File: src/rtl/frame_fifo_fill_ctrl_if.sv
// frame_fifo_fill_ctrl_if: memory read port and FIFO write port seen by the refill scheduler
interface frame_fifo_fill_ctrl_if #(
  parameter int unsigned ADDR_WIDTH = 28,
  parameter int unsigned LEN_WIDTH = 8
);
  logic rd_req_valid;
  logic rd_req_ready;
  logic [ADDR_WIDTH-1:0] rd_req_addr;
  logic [LEN_WIDTH-1:0] rd_req_len;
  logic rd_data_valid;
  logic [127:0] rd_data;
  logic rd_data_last;
  logic fifo_wr_en;
  logic [127:0] fifo_wr_data;
  logic fifo_almost_full;
  logic fifo_full;
  modport master (
    output rd_req_valid, rd_req_addr, rd_req_len, fifo_wr_en, fifo_wr_data,
    input  rd_req_ready, rd_data_valid, rd_data, rd_data_last, fifo_almost_full, fifo_full
  );
  modport slave (
    input  rd_req_valid, rd_req_addr, rd_req_len, fifo_wr_en, fifo_wr_data,
    output rd_req_ready, rd_data_valid, rd_data, rd_data_last, fifo_almost_full, fifo_full
  );
endinterface

File: src/rtl/frame_fifo_fill_ctrl.sv
// frame_fifo_fill_ctrl: walks a frame buffer in read bursts and forwards returned beats into the frame FIFO
module frame_fifo_fill_ctrl #(
  parameter int unsigned ADDR_WIDTH = 28,
  parameter logic [ADDR_WIDTH-1:0] BASE_ADDR0 = 28'h0000000,
  parameter logic [ADDR_WIDTH-1:0] BASE_ADDR1 = 28'h0100000,
  parameter int unsigned FRAME_BEATS = 38400,
  parameter int unsigned BURST_LEN = 64,
  parameter int unsigned BEAT_BYTES = 16,
  parameter int unsigned LEN_WIDTH = 8
) (
  input  logic clk,
  input  logic rst_n,
  input  logic frame_start,
  input  logic buf_sel,
  frame_fifo_fill_ctrl_if.master bus,
  output logic busy,
  output logic frame_done,
  output logic err_overflow,
  output logic err_last
);
  localparam int unsigned REM_W = $clog2(FRAME_BEATS + 1);
  typedef enum logic [1:0] {IDLE, WAIT_SPACE, REQ, DATA} state_t;
  state_t state_q, state_d;
  logic [ADDR_WIDTH-1:0] addr_q, addr_d;
  logic [REM_W-1:0] rem_q, rem_d;
  logic [LEN_WIDTH-1:0] len_q, len_d;
  logic [LEN_WIDTH-1:0] cnt_q, cnt_d;
  logic restart_q, restart_d;
  logic rsel_q, rsel_d;
  logic wr_en_q, wr_en_d;
  logic [127:0] wr_data_q, wr_data_d;
  logic done_q, done_d;
  logic ovf_q, ovf_d;
  logic lerr_q, lerr_d;
  logic last_beat;
  assign last_beat = cnt_q == len_q - LEN_WIDTH'(1);
  assign bus.rd_req_valid = state_q == REQ;
  assign bus.rd_req_addr = addr_q;
  assign bus.rd_req_len = len_q;
  assign bus.fifo_wr_en = wr_en_q;
  assign bus.fifo_wr_data = wr_data_q;
  assign busy = state_q != IDLE;
  assign frame_done = done_q;
  assign err_overflow = ovf_q;
  assign err_last = lerr_q;
  // next state: a restart requested while a request or burst is outstanding is applied when that burst ends
  always_comb begin
    state_d = state_q;
    addr_d = addr_q;
    rem_d = rem_q;
    len_d = len_q;
    cnt_d = cnt_q;
    restart_d = restart_q;
    rsel_d = rsel_q;
    wr_en_d = bus.rd_data_valid && state_q == DATA;
    wr_data_d = wr_en_d ? bus.rd_data : wr_data_q;
    done_d = 1'b0;
    ovf_d = ovf_q || (bus.rd_data_valid && bus.fifo_full);
    lerr_d = lerr_q || (bus.rd_data_valid && (state_q != DATA || bus.rd_data_last != last_beat));
    if (frame_start && (state_q == REQ || state_q == DATA)) begin
      restart_d = 1'b1;
      rsel_d = buf_sel;
    end
    case (state_q)
      IDLE: begin
        if (frame_start) begin
          addr_d = buf_sel ? BASE_ADDR1 : BASE_ADDR0;
          rem_d = REM_W'(FRAME_BEATS);
          state_d = WAIT_SPACE;
        end
      end
      WAIT_SPACE: begin
        if (frame_start) begin
          addr_d = buf_sel ? BASE_ADDR1 : BASE_ADDR0;
          rem_d = REM_W'(FRAME_BEATS);
        end
        if (!bus.fifo_almost_full) begin
          len_d = 32'(rem_d) > BURST_LEN ? LEN_WIDTH'(BURST_LEN) : LEN_WIDTH'(rem_d);
          state_d = REQ;
        end
      end
      REQ: begin
        if (bus.rd_req_ready) begin
          cnt_d = '0;
          state_d = DATA;
        end
      end
      DATA: begin
        if (bus.rd_data_valid) begin
          cnt_d = cnt_q + LEN_WIDTH'(1);
          if (last_beat) begin
            done_d = rem_q == REM_W'(len_q);
            state_d = done_d && !restart_d ? IDLE : WAIT_SPACE;
            addr_d = restart_d ? (rsel_d ? BASE_ADDR1 : BASE_ADDR0) : addr_q + ADDR_WIDTH'(32'(len_q) * BEAT_BYTES);
            rem_d = restart_d ? REM_W'(FRAME_BEATS) : rem_q - REM_W'(len_q);
            restart_d = 1'b0;
          end
        end
      end
      default: state_d = IDLE;
    endcase
  end
  // state and output registers
  always_ff @(posedge clk or negedge rst_n) begin
    if (!rst_n) begin
      state_q <= IDLE;
      addr_q <= '0;
      rem_q <= '0;
      len_q <= '0;
      cnt_q <= '0;
      restart_q <= 1'b0;
      rsel_q <= 1'b0;
      wr_en_q <= 1'b0;
      wr_data_q <= '0;
      done_q <= 1'b0;
      ovf_q <= 1'b0;
      lerr_q <= 1'b0;
    end else begin
      state_q <= state_d;
      addr_q <= addr_d;
      rem_q <= rem_d;
      len_q <= len_d;
      cnt_q <= cnt_d;
      restart_q <= restart_d;
      rsel_q <= rsel_d;
      wr_en_q <= wr_en_d;
      wr_data_q <= wr_data_d;
      done_q <= done_d;
      ovf_q <= ovf_d;
      lerr_q <= lerr_d;
    end
  end
endmodule

File: src/flat_wrapper.sv
// flat-port wrapper written by rule: the top's interface ports become plain ports
module frame_fifo_fill_ctrl_flat 
#(
  parameter int unsigned ADDR_WIDTH = 28,
  parameter logic [ADDR_WIDTH-1:0] BASE_ADDR0 = 28'h0000000,
  parameter logic [ADDR_WIDTH-1:0] BASE_ADDR1 = 28'h0100000,
  parameter int unsigned FRAME_BEATS = 38400,
  parameter int unsigned BURST_LEN = 64,
  parameter int unsigned BEAT_BYTES = 16,
  parameter int unsigned LEN_WIDTH = 8
)
  (clk, rst_n, frame_start, buf_sel, busy, frame_done, err_overflow, err_last, bus_rd_req_valid, bus_rd_req_addr, bus_rd_req_len, bus_fifo_wr_en, bus_fifo_wr_data, bus_rd_req_ready, bus_rd_data_valid, bus_rd_data, bus_rd_data_last, bus_fifo_almost_full, bus_fifo_full);
  frame_fifo_fill_ctrl_if #(.ADDR_WIDTH(ADDR_WIDTH), .LEN_WIDTH(LEN_WIDTH)) bus_i ();
  input  logic clk;
  input  logic rst_n;
  input  logic frame_start;
  input  logic buf_sel;
  output logic busy;
  output logic frame_done;
  output logic err_overflow;
  output logic err_last;
  output wire logic [$bits(bus_i.rd_req_valid)-1:0] bus_rd_req_valid;
  output wire logic [$bits(bus_i.rd_req_addr)-1:0] bus_rd_req_addr;
  output wire logic [$bits(bus_i.rd_req_len)-1:0] bus_rd_req_len;
  output wire logic [$bits(bus_i.fifo_wr_en)-1:0] bus_fifo_wr_en;
  output wire logic [$bits(bus_i.fifo_wr_data)-1:0] bus_fifo_wr_data;
  input wire logic [$bits(bus_i.rd_req_ready)-1:0] bus_rd_req_ready;
  input wire logic [$bits(bus_i.rd_data_valid)-1:0] bus_rd_data_valid;
  input wire logic [$bits(bus_i.rd_data)-1:0] bus_rd_data;
  input wire logic [$bits(bus_i.rd_data_last)-1:0] bus_rd_data_last;
  input wire logic [$bits(bus_i.fifo_almost_full)-1:0] bus_fifo_almost_full;
  input wire logic [$bits(bus_i.fifo_full)-1:0] bus_fifo_full;
  assign bus_rd_req_valid = bus_i.rd_req_valid;
  assign bus_rd_req_addr = bus_i.rd_req_addr;
  assign bus_rd_req_len = bus_i.rd_req_len;
  assign bus_fifo_wr_en = bus_i.fifo_wr_en;
  assign bus_fifo_wr_data = bus_i.fifo_wr_data;
  assign bus_i.rd_req_ready = bus_rd_req_ready;
  assign bus_i.rd_data_valid = bus_rd_data_valid;
  assign bus_i.rd_data = bus_rd_data;
  assign bus_i.rd_data_last = bus_rd_data_last;
  assign bus_i.fifo_almost_full = bus_fifo_almost_full;
  assign bus_i.fifo_full = bus_fifo_full;
  frame_fifo_fill_ctrl #(.ADDR_WIDTH(ADDR_WIDTH), .BASE_ADDR0(BASE_ADDR0), .BASE_ADDR1(BASE_ADDR1), .FRAME_BEATS(FRAME_BEATS), .BURST_LEN(BURST_LEN), .BEAT_BYTES(BEAT_BYTES), .LEN_WIDTH(LEN_WIDTH)) u_core (.clk(clk), .rst_n(rst_n), .frame_start(frame_start), .buf_sel(buf_sel), .bus(bus_i), .busy(busy), .frame_done(frame_done), .err_overflow(err_overflow), .err_last(err_last));
endmodule
File: config.mk
export PLATFORM = sky130hd
export DESIGN_NAME = frame_fifo_fill_ctrl_flat
export DESIGN_NICKNAME = d
export VERILOG_FILES = /design/src/rtl/frame_fifo_fill_ctrl_if.sv /design/src/rtl/frame_fifo_fill_ctrl.sv /design/src/flat_wrapper.sv
export SDC_FILE = /design/constraint.sdc
export NUM_CORES = 1
export LEC_CHECK = 0
export ABC_AREA = 1
export ABC_CLOCK_PERIOD_IN_PS = 1900
export BUFFER_PORTS_ARGS = -buffer_cell sky130_fd_sc_hd__buf_2
export CAP_MARGIN = 20
export CORE_MARGIN = 5
export CORE_UTILIZATION = 47
export CTS_CLUSTER_SIZE = 16
export DETAILED_ROUTE_END_ITERATION = 12
export PLACE_DENSITY = 0.76
export SLEW_MARGIN = 20
export SYNTH_ARGS = -nofsm -noshare
export SYNTH_HDL_FRONTEND = slang
export SYNTH_SLANG_ARGS = --single-unit
File: constraint.sdc
create_clock -name clk -period 1.9 [get_ports clk]
set_input_delay 0.38 -clock clk [delete_from_list [all_inputs] [get_ports clk]]
set_output_delay 0.38 -clock clk [all_outputs]
set_load 0.005 [all_outputs]
==> results of run 1 <==
## layer usage
metal | vias up | share of wire (%)
met5 | - | 0
met4 | 0 | 3.1
met3 | 81 | 8.7
met2 | 486 | 51
met1 | 4877 | 37
li1 | 4990 | -
## state kept, by name, summed over array words and instances, names as in the netlist
signal	flops
u_core.bus.fifo_wr_data	128
u_core.bus.fifo_wr_en	1
u_core.bus.rd_req_addr	24
u_core.bus.rd_req_len	8
u_core.cnt_q	8
u_core.err_last	1
u_core.err_overflow	1
u_core.frame_done	1
u_core.rem_q	16
u_core.restart_q	1
u_core.rsel_q	1
u_core.state_q	2
## final timing paths
kind | from | end | slack [ps] | cells past startpoint
setup reg to reg | u_core.bus.rd_req_len[0] | u_core.state_q[1] | -210 | 14
hold / removal | bus_rd_data[54] | u_core.bus.fifo_wr_data[54] | 130 | 3
min in group asynchronous | rst_n | u_core.cnt_q[7] | 460 | 2
setup / recovery | u_core.bus.rd_req_len[0] | u_core.state_q[1] | -210 | 14
max in group asynchronous | rst_n | u_core.bus.fifo_wr_data[92] | 720 | 3
hold reg to reg | u_core.err_overflow | u_core.err_overflow | 460 | 1
## cell families (layout without fill, tap and decap cells)
family / Yosys count / count (layout)
AND/OR/NAND/NOR: 914 / 916
flip-flops: 192 / 192
buffers and inverters: 143 / 536
AO/OA/AOI/OAI: 64 / 64
adder cells (fa/ha/maj): 24 / 24
XOR/XNOR: 11 / 11
other: 1 / 10
## repair_timing
item | in CTS | in global routing
buffers inserted | 7 | 8
resized for setup | 36 | 115
hold buffers | 1 | 0
pin swaps | 12 | 25
endpoints found under the hold margin | 51 | 0
setup endpoints to repair | 44 | 50
gates cloned | 0 | 4
## layout make-up
type / instances / area, sq um
Antenna cell: 6 / 15.0
Clock buffer: 18 / 439
Clock inverter: 14 / 159
Fill cell: 1720 / 7100
Inverter: 94 / 363
Multi-Input combinational cell: 1019 / 5260
Sequential cell: 192 / 4810
Tap cell: 275 / 344
Timing Repair Buffer: 410 / 2530
## where the power goes
| group | leakage [nW] | switching, mW | internal (mW) |
|---|---|---|---|
| clock | 0.294 | 1.84 | 1.81 |
| combinational | 5.04 | 3.99 | 2.69 |
| sequential | 2.46 | 0.836 | 5.45 |
## worst max-delay path: stages, from the launching register on
cell	delay [ps]
dfrtp_1	430
inv_2	90
ha_4	170
nand2_4	70
nor2_4	100
nor2_1	50
nor2_1	140
nand2_1	110
nor2_4	190
nand4_4	160
nand2_8	160
buf_6	130
nand2_4	50
nand2_2	90
nand2_1	50
## Yosys cell counts (8+ instances only)
master    number  area, sq um
nand2_2       13         81.3
nor2_1        83          312
o21ai_0       17         85.1
nand3b_1      12         90.1
nand3_1      105          526
nor3_1        11         55.1
buf_2          8         40.0
a21oi_1       21          105
dfrtp_1      192         4800
clkbuf_1      29          109
nand4_1       11         68.8
ha_1          22          275
inv_1         83          312
nand2_1      649         2440
inv_2         11         41.3
## per-stage QoR
step                      setup TNS [ps]  instance area (sq um)  power [mW]  hold slack (ps)
after floorplan                    -1170                  10100        9.42             84.4
after global placement             -2670                  12500        12.0              378
after detailed placement           -4910                  12500        12.2              382
after CTS                          -2130                  13300        16.0              118
after global routing              -10580                  13900        17.8              122
final                              -6270                  13900        16.6              132
==> key figures, run 1 <==
Detailed routing
  – Per-cell routed wire length: ~17 microns
  – Iteration-0 DRC Markers: 760
  – ANT nets after route: 0
  – DR vias/cell: between 5 and 6
  – Final WL: 33.7 mm
  – Drc violations: 0
  – Via count: around 10,000
  – DR pass1 iterations: 6

Placed design
  – Input/output buffers: slightly above 300
  – Routability cong.: between 0.9 and 1
  – Hpwl dp: approximately 23 mm
  – Post-placement cell count: around 2,000
  – Pre-CTS WS: -160 ps

Worst setup path
  – Worst Path Arrival: between 2000 and 2500 ps
  – Worst setup EP type: flop
  – CP Data Required Time: about 2200 ps
  – Crit path kind: reg2reg
  – Critical-path maximum fanout: 6
  – Crit path launch type: flop

Global route
  – Met1 Usage GRT: between 30% and 40%
  – Largest net degree at the start of global routing: between 90 and 100
  – Vias in the first global route: ~10,000
  – GRT overflow: 0
  – Wire length of the first global-routing pass: 50.6 mm
  – Grt met3 use: 7.05%
  – Total global-route track usage: roughly 26%
  – Initial antenna violation count: 6
  – Met2 usage: 43.8%
  – Most Crowded Layer GR: met2

Floorplanning
  – I/O pin cnt: between 300 and 400
  – Die Y: ~160 microns
  – Die area: roughly 0.024 sq mm
  – Die W: ~160 microns
  – Std-Cell Rows: 53
  – Initial core utilization: 47.7%
  – Total core area: between 0.02 and 0.025 sq mm

Clock network
  – Clock Sinks: about 190
  – Htree depth: 4
  – Clk buf depth: 2
  – Clock-pin slew on the worst setup and hold paths: ~90 ps
  – TritonCTS Buffers: 17
  – TritonCTS clock tree: built
  – Root Driver: clkbuf_16
  – Clk_lat worst skew: between 400 and 500 ps

Logic synthesis
  – Yosys Warn Count: 0
  – Largest family of logic cells by synthesized area: simple AND/OR/NAND/NOR gates
  – Synth Area in Compound Gates: 3.57%
  – Cell count after synthesis: ~1,300
  – Xor-xnor portion of the synthesized cell area: under 10%
  – FF+latch count, synth: between 150 and 200
  – Post-synth ARST share: between 90% and 100%
  – Syn Area/Cell: between 7 and 8 sq um
  – Post-Synth Adder-Cell Area: around 3.1%
  – Mux cell area share after synthesis: 0%
  – Synth cell types: 45
  – EDFF count, synth: 0
  – Post-Synth Simple-Gate Area: around two fifths
  – Post-synth top flop: dfrtp_1
  – Seq/Total Area, Yosys: 47.9%
  – Synth Cell Area: 0.0100 sq mm

Layout
  – Non-Filler Instances: 2,028
  – NumNets Final: around 1,900
  – Layout area overhead: 38.8%
  – Commonest non-fill, non-tap cell in the layout: nand2_1
  – Share of layout cells above drive strength 1: approximately a third
  – Final core occ: between 60% and 70%
  – Commonest non-fill, non-tap cells in the layout: 620 x nand2_1, 301 x buf_2, 188 x dfrtp_1, 85 x buf_4, 77 x nand3_1

Job
  – Max cap viols: 0

STA
  – RSZ-0062 raised after global routing: true
  – Final Max Slew Viols: 0
  – Final Skew: roughly 21 ps
  – Final period util: 111%
  – Worst-margin pin slew: roughly 660 ps
  – Final Hold Fails: 0
  – Final WS setup: -210 ps
  – Relative slew slack: a little under three fifths
  – Tmin final: ~2100 ps
  – Fmax: 0.474 GHz
  – Finish-stage setup viols: between 40 and 50

Status
  – Failing checks: setup timing
  – Outcome: finished, violations left

Pwr
  – Leakage: about 7.8 nW
  – Peak supply drop: 0.684 mV
  – Cell area power density: roughly 1200 mW/mm^2

Hold path
  – Hold WC Path Type: in2reg
Note: power is estimated with default switching activity, not from simulation.
==> run 2: changes to the inputs <==
--- a/config.mk
+++ b/config.mk
@@ -13,6 +13,7 @@
 export CORE_UTILIZATION = 47
 export CTS_CLUSTER_SIZE = 16
 export DETAILED_ROUTE_END_ITERATION = 12
+export GPL_TIMING_DRIVEN = 0
 export PLACE_DENSITY = 0.76
 export SLEW_MARGIN = 20
 export SYNTH_ARGS = -nofsm -noshare
==> run 2 against run 1 <==
Effect of this change: the flow still finishes with violations (setup timing); largest power group unchanged; hold slack got worse by 5.7 ps; register-to-register slack lost 40 ps; cell area down 2.2%; critical path depth is 2 higher; count of clock-buffer cells in the layout is 1 lower; power rose by 1.4%; first-iteration DRC count decreased by 30%; setup slack got worse by 38 ps; final cell count decreased by 0.59%.
==> key figures, run 2 (synthesized netlist as in run 1, its figures left out) <==
Layout
  – Max FFs per register: 128 (unchanged)
  – Commonest non-fill, non-tap cell in the layout: nand2_1
  – NumNets Final: 1,884 (-0.58%)
  – Layout area overhead: 35.8%
  – Share of layout cells above drive strength 1: 34.0% (-0.47 points)
  – Fillers: 1,817 (+5.6%)
  – Commonest non-fill, non-tap cells in the layout: 593 x nand2_1, 308 x buf_2, 184 x dfrtp_1, 94 x nand3_1, 77 x nor2_1

Detailed routing
  – Iteration-0 DRC Markers: 534 (-30%)
  – Via count: 10,185 (-2.4%)
  – Met2 WL: 17.0 mm (-0.72%)
  – Met1 Routed Length: 12.6 mm (-0.61%)
  – Per-cell routed wire length: 16.5 microns (-0.90%)
  – ANT nets after route: 0 (unchanged)
  – Drc violations: 0 (unchanged)
  – DR pass1 iterations: 5 (-1)
  – DR vias/cell: 5.05 (-1.8%)
  – WL met3: 2.61 mm (-12%)
  – Top layer used by detailed routing: met4
  – Final WL: 33.2 mm (-1.5%)

Pwr
  – Int Pwr: 10.1 mW (+1.7%)
  – Reg power frac: 37.5% (-0.4 points)
  – Cell area power density: 1240 mW/mm^2 (+3.7%)
  – Total power draw: 16.8 mW (+1.4%)
  – Leakage: 7.67 nW (-1.6%)
  – Switching Power: 6.73 mW (+1.0%)
  – Clock Power Share: 21.8% (-0.2 points)
  – Peak supply drop: 0.817 mV (+19%)
  – Comb pwr share: 40.7% (+0.5 points)
  – Net Sw Frac: 39.9% (-0.16 points)

Clock network
  – Clock-pin slew on the worst setup and hold paths: 90 ps (about the same)
  – Htree depth: 4 (unchanged)
  – Root Driver: clkbuf_16
  – TritonCTS Buffers: 17 (unchanged)
  – Clk_lat worst skew: 440 ps (about the same)
  – TritonCTS clock tree: built
  – Clk buf depth: 2 (unchanged)
  – Clock Sinks: 192 (unchanged)

Global route
  – Initial antenna violation count: 4 (-2)
  – Largest net degree at the start of global routing: 80 (-18%)
  – Total global-route track usage: 26.5% (+0.78 points)
  – Vias in the first global route: 10,217 (+1.1%)
  – GRT overflow: 0 (unchanged)
  – Wire length of the first global-routing pass: 51.4 mm (+1.6%)

Worst setup path
  – Crit path kind: reg2reg
  – FF-to-FF path depth: 16 (+2)
  – CP Data Required Time: 2210 ps (about the same)
  – Crit path launch type: flop
  – Worst Path Arrival: 2460 ps (+40 ps)
  – Reg2reg start: u_core.bus.rd_req_len[0]
  – Worst setup EP type: flop
  – Worst r2r dst: u_core.state_q[1]
  – R2R Setup Slk: -250 ps (-40 ps)
  – Critical-path maximum fanout: 5 (-1)

STA
  – Final period util: 113% (+2.0 points)
  – Tmin final: 2150 ps (+38.4 ps)
  – Fmax: 0.466 GHz (-1.8%)
  – RSZ-0062 raised after global routing: true
  – Worst-margin pin slew: 803 ps (+146 ps)
  – Final Hold Fails: 0 (unchanged)
  – Relative slew slack: 46.5% (-9.7 points)
  – Final Skew: 25.1 ps (+3.89 ps)
  – Finish-stage setup viols: 44 (+2.3%)
  – Final Max Slew Viols: 0 (unchanged)
  – Final WS setup: -248 ps (-38.4 ps)

Hold path
  – Worst Hold End: u_core.bus.fifo_wr_data[46]
  – Hold Crit Depth: 3 (unchanged)
  – Hold path start: bus_rd_data[46]
  – Hold WC Path Type: in2reg

Floorplanning
  – Die W: 156 microns (unchanged)
  – Initial core utilization: 47.7% (unchanged)
  – Total core area: 0.0210 sq mm (unchanged)
  – Die area: 0.0244 sq mm (unchanged)
  – I/O pin cnt: 307 (unchanged)
  – Die Y: 156 microns (unchanged)
  – Std-Cell Rows: 53 (unchanged)

Placed design
  – Pre-CTS WS: -610 ps (-450 ps)
  – Input/output buffers: 302 (unchanged)
  – Routability cong.: 0.954 (-2.2%)
  – Hpwl dp: 24.2 mm (+3.3%)

Status
  – Failing checks: setup timing
  – Outcome: finished, violations left

Job
  – Max cap viols: 0 (unchanged)
-- run 2: final cells by class --
class	instances	area (sq um)	share of cell area, %
Multi-Input combinational cell	1017	5130	37.7
Sequential cell	192	4810	35.4
Timing Repair Buffer	353	2020	14.9
Clock buffer	17	425	3.12
Inverter	94	368	2.70
Tap cell	275	344	2.53
Buffer	48	314	2.31
Clock inverter	15	185	1.36
Antenna cell	5	12.5	0.0919
-- run 2: power by group through the flow --
stage               logic [mW]  registers, mW  clock network (mW)
detailed placement        5.87           6.27                   0
finish                    6.86           6.32                3.67
global route              7.62           6.50                3.91
floorplan                 3.05           6.37                   0
global placement          5.66           6.29                   0
CTS                       6.78           6.28                3.72
-- run 2: per-layer routing --
layer | GRT usage [%] | vias up
li1 | - | 4974
met1 | 31.7 | 4754
met2 | 45.6 | 377
met3 | 7.66 | 80
met4 | 9.71 | 0
met5 | 0 | -
-- run 2: worst max-delay path by stage --
| stage | startpoint | end | depth (start not counted) |
|---|---|---|---|
| after detailed placement | u_core.state_q[0] | u_core.bus.fifo_wr_data[56] | 8 |
| after global routing | u_core.bus.rd_req_len[0] | u_core.state_q[0] | 16 |
| final | u_core.bus.rd_req_len[0] | u_core.state_q[1] | 16 |
| after global placement | rst_n | u_core.bus.fifo_wr_data[48] | 1 |
| after CTS | u_core.bus.rd_req_len[0] | u_core.state_q[0] | 15 |
| after floorplan | u_core.bus.rd_req_len[0] | u_core.bus.rd_req_addr[18] | 15 |
-- run 2: through the flow --
stage               hold WS [ps]  std cells  cell area, sq um  setup TNS (ps)  util [%]
floorplan                   84.4       1352             10100           -1170         -
global placement             435       1929             11900         -596270      56.7
detailed placement           279       1931             12000          -69330      57.0
CTS                          117       2003             13300           -5810      63.3
global route                 111       2015             13600          -12740      64.8
finish                       127       2016             13600           -8110      64.8
-- run 2: what timing repair did --
item,4_1_cts,5_1_grt
setup buffers,37,10
endpoints found under the hold margin,34,0
resized for setup,128,79
setup endpoints to repair,165,55
pin swaps,29,24
hold buffers,1,0
gates cloned,4,0
-- run 2: worst max-delay path: stages (launching register included) --
cell and delay [ps]:
dfrtp_2 480, inv_4 90, ha_4 200, inv_2 50
nand2_2 40, nand2_2 50, nand2_2 60, nor2_2 100
nand3_2 100, nor2_4 150, nand4_4 130, nand2_4 150
buf_6 130, buf_6 100, nand2_4 40, nand2_1 80
nand2_1 50
